### config.mk
export PLATFORM = sky130hd
export DESIGN_NAME = video_source_mux
export DESIGN_NICKNAME = d
export VERILOG_FILES = /design/src/rtl/video_source_mux.sv
export SDC_FILE = /design/constraint.sdc
export NUM_CORES = 1
export LEC_CHECK = 0
export ABC_AREA = 0
export CAP_MARGIN = 5
export CORE_UTILIZATION = 44
export DETAILED_ROUTE_END_ITERATION = 6
export GPL_ROUTABILITY_DRIVEN = 0
export MAX_ROUTING_LAYER = met4
export PLACE_DENSITY = 0.89
export SLEW_MARGIN = 25
export SYNTH_ARGS = -nofsm -noshare
export SYNTH_HDL_FRONTEND = slang
export SYNTH_SLANG_ARGS = --single-unit
### constraint.sdc
create_clock -name clk_rgb -period 3.7 [get_ports clk_rgb]
set_input_delay 0.37 -clock clk_rgb [delete_from_list [all_inputs] [get_ports clk_rgb]]
set_output_delay 0.37 -clock clk_rgb [all_outputs]
set_load 0.02 [all_outputs]
### src/rtl/video_source_mux.sv
// video_source_mux
//   Frame-synchronous selector for NUM_SOURCES RGB pixel streams that share
//   one timing generator. The requested source (sel, from switches) is
//   synchronised and only taken over at a frame start, so a picture never
//   tears. Pixel data and sync signals leave through a PIPE_STAGES-deep,
//   mutually aligned register pipeline.
//
//   Optional feature macro: VIDEO_SOURCE_MUX_BLANK_FRAME_EN
//     When defined, every source change is followed by one all-black frame.
//     If the request changes again during that frame, there is another
//     black frame.
//
// Ports
//   clk_rgb       pixel clock (only clock)
//   rst_n         asynchronous active-low reset, released synchronously
//   sel           requested source index (asynchronous to clk_rgb)
//   src_r/g/b     packed colours, source i at [i*COLOR_WIDTH +: COLOR_WIDTH]
//   in_hs/vs/de   timing from pixel_iterator (vs active-high)
//   r, g, b       selected colour, PIPE_STAGES cycles after the input
//   hs, vs, de    in_hs/in_vs/in_de delayed by PIPE_STAGES
//   active_sel    raw index of the source currently shown
//   switch_pulse  one-cycle pulse after the frame start that changed active_sel
module video_source_mux #(
  parameter int NUM_SOURCES = 4,
  parameter int COLOR_WIDTH = 8,
  parameter int PIPE_STAGES = 2,
  parameter int SEL_WIDTH   = 4,
  parameter int DEFAULT_SEL = 0
) (
  input  logic                               clk_rgb,
  input  logic                               rst_n,
  input  logic [SEL_WIDTH-1:0]               sel,
  input  logic [NUM_SOURCES*COLOR_WIDTH-1:0] src_r,
  input  logic [NUM_SOURCES*COLOR_WIDTH-1:0] src_g,
  input  logic [NUM_SOURCES*COLOR_WIDTH-1:0] src_b,
  input  logic                               in_hs,
  input  logic                               in_vs,
  input  logic                               in_de,
  output logic [COLOR_WIDTH-1:0]             r,
  output logic [COLOR_WIDTH-1:0]             g,
  output logic [COLOR_WIDTH-1:0]             b,
  output logic                               hs,
  output logic                               vs,
  output logic                               de,
  output logic [SEL_WIDTH-1:0]               active_sel,
  output logic                               switch_pulse
);

  localparam logic [SEL_WIDTH-1:0] DEF_SEL = SEL_WIDTH'(DEFAULT_SEL);

`ifdef VIDEO_SOURCE_MUX_BLANK_FRAME_EN
  typedef enum logic [0:0] {RUN = 1'b0, BLANK = 1'b1} state_t;
`else
  typedef enum logic [0:0] {RUN = 1'b0} state_t;
`endif

  // Reset synchroniser: assertion is immediate, release waits two edges.
  logic [1:0] rst_sync_q, rst_sync_d;
  logic       rst_int_n;

  always_comb rst_sync_d = {rst_sync_q[0], 1'b1};

  always_ff @(posedge clk_rgb or negedge rst_n) begin
    if (!rst_n) rst_sync_q <= '0;
    else        rst_sync_q <= rst_sync_d;
  end

  assign rst_int_n = rst_sync_q[1];

  state_t                 state_q, state_d;
  logic [SEL_WIDTH-1:0]   sel_s1_q, sel_s1_d, sel_s2_q, sel_s2_d;
  logic [SEL_WIDTH-1:0]   active_sel_q, active_sel_d;
  logic                   switch_pulse_q, switch_pulse_d;
  logic                   vs_prev_q, vs_prev_d;
  logic [COLOR_WIDTH-1:0] r_q [PIPE_STAGES];
  logic [COLOR_WIDTH-1:0] g_q [PIPE_STAGES];
  logic [COLOR_WIDTH-1:0] b_q [PIPE_STAGES];
  logic [COLOR_WIDTH-1:0] r_d [PIPE_STAGES];
  logic [COLOR_WIDTH-1:0] g_d [PIPE_STAGES];
  logic [COLOR_WIDTH-1:0] b_d [PIPE_STAGES];
  logic [PIPE_STAGES-1:0] hs_q, hs_d, vs_q, vs_d, de_q, de_d;

  logic                   frame_start;
  logic                   sel_change;
  logic                   blank;
  logic [COLOR_WIDTH-1:0] mux_r, mux_g, mux_b;

  always_comb begin
    sel_s1_d    = sel;
    sel_s2_d    = sel_s1_q;
    vs_prev_d   = in_vs;
    frame_start = in_vs & ~vs_prev_q;
    sel_change  = frame_start && (sel_s2_q != active_sel_q);

    active_sel_d   = sel_change ? sel_s2_q : active_sel_q;
    switch_pulse_d = sel_change;

    state_d = state_q;
`ifdef VIDEO_SOURCE_MUX_BLANK_FRAME_EN
    // Any frame start re-decides: a change (from RUN or BLANK) blanks the
    // coming frame, an unchanged request returns to RUN.
    if (frame_start) state_d = sel_change ? BLANK : RUN;
    blank = (state_q == BLANK);
`else
    blank = 1'b0;
`endif

    // An index with no matching source leaves the mux at black.
    mux_r = '0;
    mux_g = '0;
    mux_b = '0;
    for (int unsigned i = 0; i < NUM_SOURCES; i++) begin
      if (active_sel_q == SEL_WIDTH'(i)) begin
        mux_r = src_r[i*COLOR_WIDTH +: COLOR_WIDTH];
        mux_g = src_g[i*COLOR_WIDTH +: COLOR_WIDTH];
        mux_b = src_b[i*COLOR_WIDTH +: COLOR_WIDTH];
      end
    end
    if (!in_de || blank) begin
      mux_r = '0;
      mux_g = '0;
      mux_b = '0;
    end

    r_d[0]  = mux_r;
    g_d[0]  = mux_g;
    b_d[0]  = mux_b;
    hs_d[0] = in_hs;
    vs_d[0] = in_vs;
    de_d[0] = in_de;
    for (int unsigned k = 1; k < PIPE_STAGES; k++) begin
      r_d[k]  = r_q[k-1];
      g_d[k]  = g_q[k-1];
      b_d[k]  = b_q[k-1];
      hs_d[k] = hs_q[k-1];
      vs_d[k] = vs_q[k-1];
      de_d[k] = de_q[k-1];
    end
  end

  always_ff @(posedge clk_rgb or negedge rst_int_n) begin
    if (!rst_int_n) begin
      state_q        <= RUN;
      sel_s1_q       <= '0;
      sel_s2_q       <= '0;
      active_sel_q   <= DEF_SEL;
      switch_pulse_q <= 1'b0;
      vs_prev_q      <= 1'b0;
      hs_q           <= '0;
      vs_q           <= '0;
      de_q           <= '0;
      for (int unsigned k = 0; k < PIPE_STAGES; k++) begin
        r_q[k] <= '0;
        g_q[k] <= '0;
        b_q[k] <= '0;
      end
    end else begin
      state_q        <= state_d;
      sel_s1_q       <= sel_s1_d;
      sel_s2_q       <= sel_s2_d;
      active_sel_q   <= active_sel_d;
      switch_pulse_q <= switch_pulse_d;
      vs_prev_q      <= vs_prev_d;
      hs_q           <= hs_d;
      vs_q           <= vs_d;
      de_q           <= de_d;
      for (int unsigned k = 0; k < PIPE_STAGES; k++) begin
        r_q[k] <= r_d[k];
        g_q[k] <= g_d[k];
        b_q[k] <= b_d[k];
      end
    end
  end

  assign r            = r_q[PIPE_STAGES-1];
  assign g            = g_q[PIPE_STAGES-1];
  assign b            = b_q[PIPE_STAGES-1];
  assign hs           = hs_q[PIPE_STAGES-1];
  assign vs           = vs_q[PIPE_STAGES-1];
  assign de           = de_q[PIPE_STAGES-1];
  assign active_sel   = active_sel_q;
  assign switch_pulse = switch_pulse_q;

endmodule

==> results.txt <==
* Syn_area_per_cell: ~15 um2
- Clock-pin slew was measured on the worst setup and hold paths at approximately 0.08 ns.
- Timing would allow up to 0.458 GHz.
* List of cells traversed by the critical path: clkdlybuf4s50_1
- Gate count after technology mapping: 193
- Fraction of the cycle the final worst path needs: between 50 and 60%
- Final #Nets: between 400 and 500
* Antenna diodes: 0
- In this run the static leakage power is around 0.0019 uW.
* Count of final max-slew check failures: 0
- On the critical path, the stage with the largest delay is an instance of dfrtp_2.
* Clock skew after layout: about 0.0062 ns
- Max rail drop VDD: 232 uV
* Count of endpoints failing hold in the final timing report: 0
- Total number of vias: just over 2,000
- In this run the vertical extent of the chip is just over 80 um.
- STA classifies the critical path endpoint as a primary output.
- Global routing consumed, on the met2 layer, 36.2% of the routing resources.
- The worst register-to-register path ends at g_d[7].
* Synth area leaders: dfrtp_1, mux2_2, o22ai_2, mux2_1, nor2_1
- In this run the core area contains 28 standard-cell rows.
- Synthesis produced a netlist with a net count of about 300.
- For this run, the detailed router's first-pass iteration total came to 4.
* Reg2reg path depth: 5
* Post-synthesis instance area: about 2800 um2
* Quantity of I/O buffers inserted on ports: ~140
* First-pass GRT wire length: between 10 and 15 mm
* Start-to-end type of the worst setup path: reg -> out
- Of the cells placed in the final design, the portion with a size suffix greater than 1 is between 20% and 30%.
* Worst-case register-to-register setup slack: around 1.7 ns
- Largest net degree at the start of global routing: 50
* Starting density of the core: 46.6%
- Along the worst path, the maximum fanout reaches 26.
- Measured along the x axis, the die boundary spans ~82 um.
- The clock net in this run drives a total of 69 sinks.
* Stage delay of the slowest cell on the critical path: ~0.76 ns
- Area fraction of the dominant cell type after synthesis: 61.1%
- Number of antenna violations at the first check in global routing: 0
* Post-synthesis cell type count: 16
- Per-cell via count in the routed design: 4.91
* Worst slew pin tran: 0.843 ns
* Deepest level of the CTS H-tree: 3
- roughly 140 I/O pins were placed.
* Number of buffers added for setup after CTS: 0
* Area taken by flip-flops and latches: ~1700 um2
- Hold buffer count at CTS: 0
- Dividing total power by cell area gives a power density of between 400 and 500 nW/um2.
* Critical path's top delay family: flip-flops
- In this run, synthesis produced a sequential element count of between 60 and 70.
- Arrival time at the worst endpoint: approximately 1.8 ns
- Summing internal, switching and leakage power gives approximately 1900 uW.
- Global routing consumed, on the met1 layer, about a quarter of the routing resources.
- Number of global-route vias before repair: roughly 2,100
* Remaining DRCs: 0
* Setup-failing EPs final: 0
- GR Overflow Total: 0
- The worst setup path is launched from a flop.
* Sequential element share of the synthesized area: 61.1%
- In this run the remaining antenna-violating nets after routing total 0.
- Yosys printed 0 warnings.
- On the final layout, the worst hold slack is between 0.15 and 0.2 ns.
- DIE AREA: around 6700 um2
* Outcome: finished clean
* RSZ-0062 raised after global routing: no
* Final total negative setup slack: 0 ns
- Worst EP required: between 3 and 4 ns
- R2r startpoint: active_sel[1]
- Measured against its own limit, the worst slew margin works out to between 40% and 50%.
* Most congested layer reported by global routing: met2
- After floorplanning, the core was sized to cover 6060 um2.
- Global routing used approximately 5.3% of the available met3 tracks.
- In this run, the number of DRC markers left after iteration 0 of detailed routing was between 50 and 60.
- Overall track demand over capacity in global routing: a little over a fifth
- Counting both buffers and inverters, the worst setup path holds a total of 1.
- Estimated wirelength of the detail-placed design: between 4 and 5 mm
* Worst hold path type: in -> async
- Aggregate routed wire length: between 6 and 7 mm
- CTS placed an instance of clkbuf_8 at the clock tree root.
- Synth area leader: dfrtp_1
- Final min period: approximately 2.2 ns
- The number of clock buffers added by TritonCTS is 9.
- Multi-input gate area: between 1000 and 1500 um2
* Post-CTS Resized: 0
* CTS tree: built
* Max-cap violation count: 0
- Total of fill cells in the finished design: approximately 420
* Clock latency on the worst-skew pair: between 0.3 and 0.4 ns
* Max Root-Sink Buffers: 2
- Routed length per instance: approximately 16 um
- Layout Area Growth over Synthesis: 56.4%
## synthesized netlist by cell type
cell type,number
buf_4,1
nand2_1,1
dfrtp_1,69
mux2_1,9
conb_1,1
clkbuf_1,5
buf_2,6
buf_6,2
a41oi_1,1
or3b_1,1
nand2b_1,1
xnor2_1,4
nor2_1,25
o22ai_1,4
mux2_2,43
o22ai_2,20
## cell usage in the layout, fill, tap and decap left out, drive strengths merged
| cell | instances |
|---|---|
| a41oi | 1 |
| buf | 4 |
| clkbuf | 9 |
| clkdlybuf4s50 | 136 |
| clkinv | 2 |
| clkinvlp | 3 |
| conb | 1 |
| dfrtp | 69 |
| inv | 2 |
| mux2 | 52 |
| nand2 | 1 |
| nand2b | 1 |
| nor2 | 25 |
| o22ai | 24 |
| or3b | 1 |
| xnor2 | 4 |
## where the power goes
part / total [uW] / switching (uW) / internal, uW
logic: 471 / 187 / 284
clock network: 550 / 298 / 252
registers: 862 / 46.5 / 816
total: 1880 / 532 / 1350
## worst max-delay path by stage
stage / startpoint / endpoint / slack (ns) / cells after the start
floorplan: rst_sync_q[1] / active_sel[0] / 1.64 / 0
global placement: active_sel[0] / g_d[6] / 1.78 / 4
detailed placement: active_sel[0] / g_d[2] / 1.73 / 4
CTS: active_sel[0] / active_sel[0] / 1.48 / 1
global route: active_sel[0] / active_sel[0] / 1.44 / 1
finish: active_sel[0] / active_sel[0] / 1.52 / 1
## final cells by class
cell class	count	share of cell area [%]
Timing Repair Buffer	140	31.5
Clock inverter	7	1.36
Tap cell	75	2.12
Multi-Input combinational cell	110	23.1
Clock buffer	9	2.80
Sequential cell	69	39.2
## state kept, by name (all words and copies together), names as in the netlist
signal,cells
b,8
b_d,8
g,8
g_d,8
r,8
r_d,8
active_sel,4
sel_s1_q,4
sel_s2_q,4
de_q,2
hs_q,2
rst_sync_q,2
vs_q,2
switch_pulse,1
## kinds of logic after synthesis
logic type      share of synthesized area [%]
flops                                    61.1
mux                                      20.7
simple gates                             3.98
compound gates                           10.0
buf+inv                                  2.79
xor+xnor                                 1.24
other cells                             0.133
## metrics by stage
step	area (um2)	setup WS, ns	std cells	util [%]
finish	4420	1.52	410	73.0
global route	4420	1.44	410	73.0
detailed placement	4240	1.73	394	69.9
global placement	4240	1.78	394	69.9
floorplan	2830	1.64	193	-
CTS	4420	1.48	410	72.9
## per-layer routing
layer	wire length [um]	vias to the layer above	part of all wire [%]
met2	3290	93	51
met1	2530	952	39
met3	528	14	8.1
li1	-	953	-
met4	150	0	2.3
met5	0	-	0
Note: power is estimated with default switching activity, not from simulation.
